`config.mk`:
```
export PLATFORM = sky130hd
export DESIGN_NAME = cfg_chain_loader
export DESIGN_NICKNAME = d
export VERILOG_FILES = /design/src/rtl/cfg_loader_pkg.sv /design/src/rtl/cfg_crc16_serial.sv /design/src/rtl/cfg_chain_loader.sv
export SDC_FILE = /design/constraint.sdc
export NUM_CORES = 1
export LEC_CHECK = 0
export CORE_MARGIN = 1.5
export CORE_UTILIZATION = 50
export CTS_CLUSTER_SIZE = 30
export DETAILED_ROUTE_END_ITERATION = 10
export PLACE_DENSITY = 0.82
export RECOVER_POWER = 50
export SLEW_MARGIN = 10
export SYNTH_ARGS = -nofsm -noshare
export SYNTH_HDL_FRONTEND = slang
export SYNTH_SLANG_ARGS = --single-unit
```
`constraint.sdc`:
```
create_clock -name Config_Clock -period 3.23 [get_ports Config_Clock]
set_input_delay 0.969 -clock Config_Clock [delete_from_list [all_inputs] [get_ports Config_Clock]]
set_output_delay 0.969 -clock Config_Clock [all_outputs]
set_load 0.01 [all_outputs]
```
`src/rtl/cfg_loader_pkg.sv`:
```
// Shared types and constants for the configuration-chain loader.
// Optional readback/verify support is enabled by defining CFG_CHAIN_READBACK_EN.
package cfg_loader_pkg;

    // CRC-16/CCITT polynomial and seed used for load/readback signatures
    localparam logic [15:0] CRC_POLY = 16'h1021;
    localparam logic [15:0] CRC_INIT = 16'hFFFF;

    // Loader states; VERIFY only exists when readback is compiled in
    typedef enum logic [2:0] {
        IDLE      = 3'd0,
        WAIT_WORD = 3'd1,
        SHIFT     = 3'd2,
`ifdef CFG_CHAIN_READBACK_EN
        VERIFY    = 3'd3,
`endif
        DONE      = 3'd4
    } state_t;

    // Number of bitstream words needed to fill a chain of chain_len bits
    function automatic int num_words(input int chain_len, input int word_w);
        return (chain_len + word_w - 1) / word_w;
    endfunction

    // One MSB-first serial CRC step: feedback is crc[15] xor the incoming bit
    function automatic logic [15:0] crc16_step(input logic [15:0] crc, input logic b);
        logic fb;
        fb = crc[15] ^ b;
        return {crc[14:0], 1'b0} ^ (fb ? CRC_POLY : 16'h0000);
    endfunction

endpackage

```
`src/rtl/cfg_crc16_serial.sv`:
```
// Bit-serial CRC-16 accumulator; clear reseeds, bit_en folds in one bit.
module cfg_crc16_serial
    import cfg_loader_pkg::*;
(
    input  logic        clk,
    input  logic        rst_n,
    input  logic        clear,
    input  logic        bit_en,
    input  logic        bit_in,
    output logic [15:0] crc
);

    // Signature register: reset to 0, reseed on clear, advance one bit per enable
    always_ff @(posedge clk) begin
        if (!rst_n) begin
            crc <= '0;
        end else if (clear) begin
            crc <= CRC_INIT;
        end else if (bit_en) begin
            crc <= crc16_step(crc, bit_in);
        end
    end

endmodule

```
`src/rtl/cfg_chain_loader.sv`:
```
// Serialises a W-bit word stream onto a CGRA ConfigCell chain, one bit per
// chain_shift_en cycle, bit 0 of each word first.
// Define CFG_CHAIN_READBACK_EN to add a VERIFY pass that rotates the chain
// once through chain_out and compares CRC-16 signatures of load and readback.
module cfg_chain_loader
    import cfg_loader_pkg::*;
#(
    parameter int CHAIN_LEN = 40,
    parameter int WORD_W    = 32,
    parameter int CNT_W     = 16
) (
    input  logic              Config_Clock,
    input  logic              Config_Reset,
    input  logic              start,
    input  logic              abort,
    input  logic [WORD_W-1:0] cfg_data,
    input  logic              cfg_valid,
    output logic              cfg_ready,
    output logic              chain_in,
    input  logic              chain_out,
    output logic              chain_shift_en,
    output logic              busy,
    output logic              done,
    output logic [CNT_W-1:0]  bits_loaded,
    output logic              error
);

    // A word never shifts more bits than the chain holds, so cap it once here
    localparam int              WORD_CAP = (WORD_W < CHAIN_LEN) ? WORD_W : CHAIN_LEN;
    localparam logic [CNT_W-1:0] LEN_C   = CNT_W'(CHAIN_LEN);
    localparam logic [CNT_W-1:0] WORD_C  = CNT_W'(WORD_CAP);
    localparam logic [CNT_W-1:0] ONE_C   = CNT_W'(1);

`ifdef CFG_CHAIN_READBACK_EN
    localparam state_t AFTER_LOAD = VERIFY;
`else
    localparam state_t AFTER_LOAD = DONE;
`endif

    state_t            state, state_d;
    logic [WORD_W-1:0] shreg;
    logic [CNT_W-1:0]  n_cnt;
    logic [CNT_W-1:0]  bits_q;
    logic [CNT_W-1:0]  rem;
    logic [CNT_W-1:0]  n_load;
    logic              begin_load;
    logic              take_word;

    assign bits_loaded = bits_q;

    // Bits still owed to the chain decide how much of the next word is used;
    // the upper bits of a short final word are simply never shifted.
    assign rem    = LEN_C - bits_q;
    assign n_load = (rem > WORD_C) ? WORD_C : rem;

`ifdef CFG_CHAIN_READBACK_EN
    logic [CNT_W-1:0] vcnt;
    logic             verify_end;
    logic             error_q;
    logic [15:0]      crc_load;
    logic [15:0]      crc_rb;
`endif

    // Next-state and Moore outputs; abort overrides every transition at the end
    always_comb begin
        state_d        = state;
        cfg_ready      = 1'b0;
        chain_shift_en = 1'b0;
        chain_in       = 1'b0;
        busy           = 1'b0;
        done           = 1'b0;
        begin_load     = 1'b0;
        take_word      = 1'b0;
`ifdef CFG_CHAIN_READBACK_EN
        verify_end     = 1'b0;
`endif
        case (state)
            IDLE: begin
                if (start) begin
                    begin_load = 1'b1;
                    state_d    = WAIT_WORD;
                end
            end
            DONE: begin
                done = 1'b1;
                if (start) begin
                    begin_load = 1'b1;
                    state_d    = WAIT_WORD;
                end
            end
            WAIT_WORD: begin
                busy      = 1'b1;
                cfg_ready = 1'b1;
                if (cfg_valid) begin
                    take_word = 1'b1;
                    state_d   = SHIFT;
                end
            end
            SHIFT: begin
                busy           = 1'b1;
                chain_shift_en = 1'b1;
                chain_in       = shreg[0];
                if (n_cnt == ONE_C) begin
                    state_d = (bits_q + ONE_C == LEN_C) ? AFTER_LOAD : WAIT_WORD;
                end
            end
`ifdef CFG_CHAIN_READBACK_EN
            VERIFY: begin
                // Feed the chain its own output so it ends up holding the load again
                busy           = 1'b1;
                chain_shift_en = 1'b1;
                chain_in       = chain_out;
                if (vcnt == LEN_C - ONE_C) begin
                    verify_end = 1'b1;
                    state_d    = DONE;
                end
            end
`endif
            default: state_d = IDLE;
        endcase

        if (abort && state != IDLE) begin
            state_d    = IDLE;
            begin_load = 1'b0;
            take_word  = 1'b0;
`ifdef CFG_CHAIN_READBACK_EN
            verify_end = 1'b0;
`endif
        end
    end

    // State, word shift register, per-word bit budget and load progress counter
    always_ff @(posedge Config_Clock) begin
        if (!Config_Reset) begin
            state  <= IDLE;
            shreg  <= '0;
            n_cnt  <= '0;
            bits_q <= '0;
        end else begin
            state <= state_d;

            if (begin_load) begin
                bits_q <= '0;
            end else if (state == SHIFT) begin
                bits_q <= bits_q + ONE_C;
            end

            if (take_word) begin
                shreg <= cfg_data;
                n_cnt <= n_load;
            end else if (state == SHIFT) begin
                shreg <= shreg >> 1;
                n_cnt <= n_cnt - ONE_C;
            end
        end
    end

`ifdef CFG_CHAIN_READBACK_EN
    // Signature of every bit pushed into the chain during the load
    cfg_crc16_serial u_crc_load (
        .clk    (Config_Clock),
        .rst_n  (Config_Reset),
        .clear  (begin_load),
        .bit_en (state == SHIFT),
        .bit_in (shreg[0]),
        .crc    (crc_load)
    );

    // Signature of what comes back out while the chain rotates once
    cfg_crc16_serial u_crc_rb (
        .clk    (Config_Clock),
        .rst_n  (Config_Reset),
        .clear  (begin_load),
        .bit_en (state == VERIFY),
        .bit_in (chain_out),
        .crc    (crc_rb)
    );

    // Rotation counter; compare signatures including the bit seen on the final cycle
    always_ff @(posedge Config_Clock) begin
        if (!Config_Reset) begin
            vcnt    <= '0;
            error_q <= 1'b0;
        end else begin
            vcnt <= (state == VERIFY) ? vcnt + ONE_C : '0;
            if (begin_load) begin
                error_q <= 1'b0;
            end else if (verify_end) begin
                error_q <= (crc_load != crc16_step(crc_rb, chain_out));
            end
        end
    end

    assign error = error_q;
`else
    // Readback path absent: chain_out is not observed and no mismatch can be flagged
    logic unused_chain_out;
    assign unused_chain_out = chain_out;
    assign error            = 1'b0;
`endif

endmodule

```
Word-level counts from Yosys, hierarchy flattened
Index checks and enable logic that the tools add are counted.

Logic and storage cells: 47. Register bits after elaboration: 67. Input bits: 38.

Equal/unequal tests: 8. Order comparisons: 1. Mux-type cells: 21. Add/sub/neg operators: 3. Reductions and logical operators: 9. Bitwise operators: 1.

Operator list (number): $mux W32 (2); $mux W16 (3); $add A16 B1 Y16 const B (1); $eq A16 B1 Y1 const B (1); $eq A16 B6 Y1 const B (1); $gt A16 B6 Y1 const B (1); $sub A16 B1 Y16 const B (1); $sub A6 B16 Y16 const A (1); $mux W3 (4); $mux W1 (11); $pmux W3 S3 (1); $reduce_or A2 Y1 (4); $ne A2 B2 Y1 const B (2); $eq A3 B1 Y1 const B (1); $eq A3 B2 Y1 const B (1); $eq A3 B3 Y1 const B (1); $logic_not A3 Y1 (1); $reduce_and A3 Y1 (1); $reduce_bool A3 Y1 (1); $ne A2 B1 Y1 const B (1); $reduce_bool A2 Y1 (1); $logic_and A1 B1 Y1 (1); $not A1 Y1 (1).

Longest topological paths before layout
Gate-level depths: netlist of the first run.

Depth after elaboration: 5. Gate-level depth with buffers: 9.

Worst setup path before layout of the first run
No wires, ideal clock.

Kind: reg-to-output. Start: reg state[0]. End: out chain_shift_en. Arrival time: 1.579 ns. Setup slack: 0.682 ns. Data required time: 2.261 ns. Path buffers: 4. Stages on the path, launching flop included: 7. Cell sequence: dfxtp_1 -> buf_2 -> or3b_2 -> clkbuf_1 -> inv_1 -> buf_2 -> buf_2.

Word-level cells in the longest chain between the ends: 2.

RTL lines: start: declaration (line cfg_chain_loader.sv:40) `state_t state, state_d;`; start signal: assignment (line cfg_chain_loader.sv:140) `state <= state_d;`; $eq A3 B2 Y1 (line cfg_chain_loader.sv:77) `case (state)`; $mux W1 (line cfg_chain_loader.sv:77); end: declaration (line cfg_chain_loader.sv:21) `output logic chain_shift_en,`.

Every way passes these cells.

Final worst setup path of the first run
Start: reg state[1]. End: out chain_shift_en.

The elaborated chain is that of the path after synthesis.

==> results of run 1 <==
## cell type report
cell class / count / share of cell area [%]
multi-input combinational: 331 / 47.0
sequential: 67 / 30.9
timing repair buffer: 62 / 14.0
clock buffer: 10 / 2.94
tap: 96 / 2.77
clock inverter: 5 / 1.27
inverter: 13 / 1.12
## metrics by stage
step	cell area [um2]	util [%]
final	4340	63.2
after floorplan	3580	-
after global placement	4160	60.6
after CTS	4350	63.3
after global routing	4340	63.2
after detailed placement	4160	60.6
## metal layers
layer / wire [um] / track usage [%] / vias up
met5: 0 / 0 / -
met4: 73 / 9.38 / 0
met3: 509 / 4.81 / 8
met2: 3920 / 37.5 / 105
met1: 3640 / 27.0 / 1544
li1: - / - / 1654
## cell usage in the layout (no fill, tap or decap), drive strengths merged, types with 8 or more instances in the layout
cell type / instances
a21boi: 26
a21oi: 18
a22oi: 31
clkbuf: 10
clkdlybuf4s50: 47
dfxtp: 67
dlygate4sd3: 10
inv: 13
nand2: 62
nand3: 11
nand4: 10
nor2: 41
nor3: 12
nor4: 9
o21ai: 9
xnor2: 20
xor2: 8
## registers in the layout, indices dropped and copies added, names as in the netlist
name and cells:
shreg 32, bits_loaded 16, n_cnt 16, state 3
## final timing paths
| path | depth (start not counted) | slack [ns] | end |
|---|---|---|---|
| setup reg to reg | 8 | 0.55 | n_cnt[3] |
| setup / recovery | 3 | 0.27 | chain_shift_en |
| hold / removal | 2 | 0.46 | shreg[1] |
| hold reg to reg | 2 | 0.46 | shreg[1] |
## critical path, cell delays in order, from the launching register on
cell and delay (ns):
dfxtp_1 0.46, or3b_2 0.56, inv_1 0.10, clkdlybuf4s50_1 0.53
## logic make-up after synthesis
| kind of cell | share of synthesized area, % |
|---|---|
| and+or+nand+nor | 25.2 |
| other | 0.105 |
| DFF | 37.4 |
| buffers and inverters | 5.69 |
| adders and majority gates | 1.75 |
| AOI/OAI and AO/OA | 23.0 |
| xor gates and xnor gates | 6.84 |
## power by group through the flow
stage / combinational [W] / clock [W] / sequential, W
2_1_floorplan: 0.000197 / 0 / 0.000902
3_3_place_gp: 0.000278 / 0 / 0.000911
3_5_place_dp: 0.000286 / 0 / 0.000914
4_1_cts: 0.000288 / 0.000674 / 0.000895
5_1_grt: 0.000314 / 0.000709 / 0.000900
6_report: 0.000284 / 0.000662 / 0.000895
==> flow_summary.toml, run 1 <==
[status]
status = "finished clean"

[layout]
multi_input_area_um2 = 2040
seq_area_um2 = 1340
drive_gt1_share_pct = 6.15
nets = 527
fill_cells = 565
antenna_cells = 0
syn2layout_area_growth_pct = 21.1
instances_no_fill = 584

[synthesis]
synth.most_common_cell = "dfxtp_1"
synth_ff_type = "dfxtp_1"
synth_common_cells = "dfxtp_1, nand2_1, nor2_1"
syn_area_per_cell_um2 = 8.02
syn_inst = 447
synthTopCellsByArea = "dfxtp_1, a22oi_1, nand2_1"
synth_nets = 490
synth_warnings = 0
ys_seq_elements = 67
synth_edf_count = 0
yosysSeqAreaShare_pct = 37.4
yosysUniqueCellTypes = 55
async_flop_share_pct = 0
mappedNetlistArea_um2 = 3580
synth_area_leader_cell = "dfxtp_1"
synth_top_area_share_pct = 37.4

[sta]
rsz0062_at_grt = "no"
fmax_mhz = 338
maxSlewViolCount = 0
skew_ns = 0.00626
worstMarginPinSlew_ns = 0.953
period_minus_slack_ns = 2.96
hold_slack_ns = 0.456
fin_setup_tns_ns = 0
hold_viol = 0
setup_viol = 0
setup_slack_ns = 0.269
period_share_pct = 91.7
slew-limit-headroom_pct = 36.2

[power]
ir_drop_uv = 297
p_comb_share_pct = 15.4
p_sw_w = 0.000490
intPower_w = 0.00135
leakage_nw = 1.46
p_clk_share_pct = 35.9
pwr_density_cell_nw_per_um2 = 424
seq_power_share_pct = 48.6
swShare_pct = 26.6
power_w = 0.00184

[clock_network]
clock_sinks = 67
root_buffer = "clkbuf_8"
cts_hold_buf = 0
clk_pin_slew_ns = 0.07
cts_buffers = 9
htree_num_levels = 3
post_cts_buffers = 0
cts_tree = "built"
worstSkewPairLatency_ns = 0.34
cts_resized = 0
clock_path_buffers = 2

[global_route]
antenna_found_initial = 0
grt-ovfl-total = 0
track_usage_pct = 22.1
grt_pass1_wl_um = 13600
grt_pass1_vias = 3138
grt_max_degree = 44

[route]
antenna_left = 0
via_per_inst = 5.67
dr_total_vias = 3311
dr.pass1.iters = 4
wl_per_cell_um = 13.9
totalWireLength_um = 8140
drc = 0
drtIter0Drc = 222

[place]
hpwl_um = 5650
place_congestion = 0.875
dp.cells = 569
dpl_worst_slack_ns = 0.232
io_buffers = 57

[floorplan]
core_region_area_um2 = 6870
dieArea_um2 = 7690
rows = 30
io_pins = 60
start_util_pct = 52.2
die_w_um = 87.7
fp.dieH_um = 87.7

[hold_path]
hold_class = "reg -> reg"
hold_start = "shreg[1]"

[worst_setup_path]
worstPathMaxFanout = 8
criticalPathCategory = "reg -> out"
startpoint = "state[1]"
worst_r2r_startpoint = "bits_loaded[0]"
crit_required_ns = 2.26
arrival_ns = 1.99
cp-end-kind = "output port"
crit_path_start_kind = "register"

[flow_run]
max_cap_violations = 0
Power figures use the tool's default switching activity.
==> run 2, diff against run 1 <==
--- a/config.mk
+++ b/config.mk
@@ -14,4 +14,5 @@
 export SLEW_MARGIN = 10
 export SYNTH_ARGS = -nofsm -noshare
 export SYNTH_HDL_FRONTEND = slang
+export SYNTH_HIERARCHICAL = 1
 export SYNTH_SLANG_ARGS = --single-unit
==> results of run 2 <==
The final DEF is identical to that of run 1; final timing and power are the same.
Main changes from that run: Yosys warning count 0 -> 6
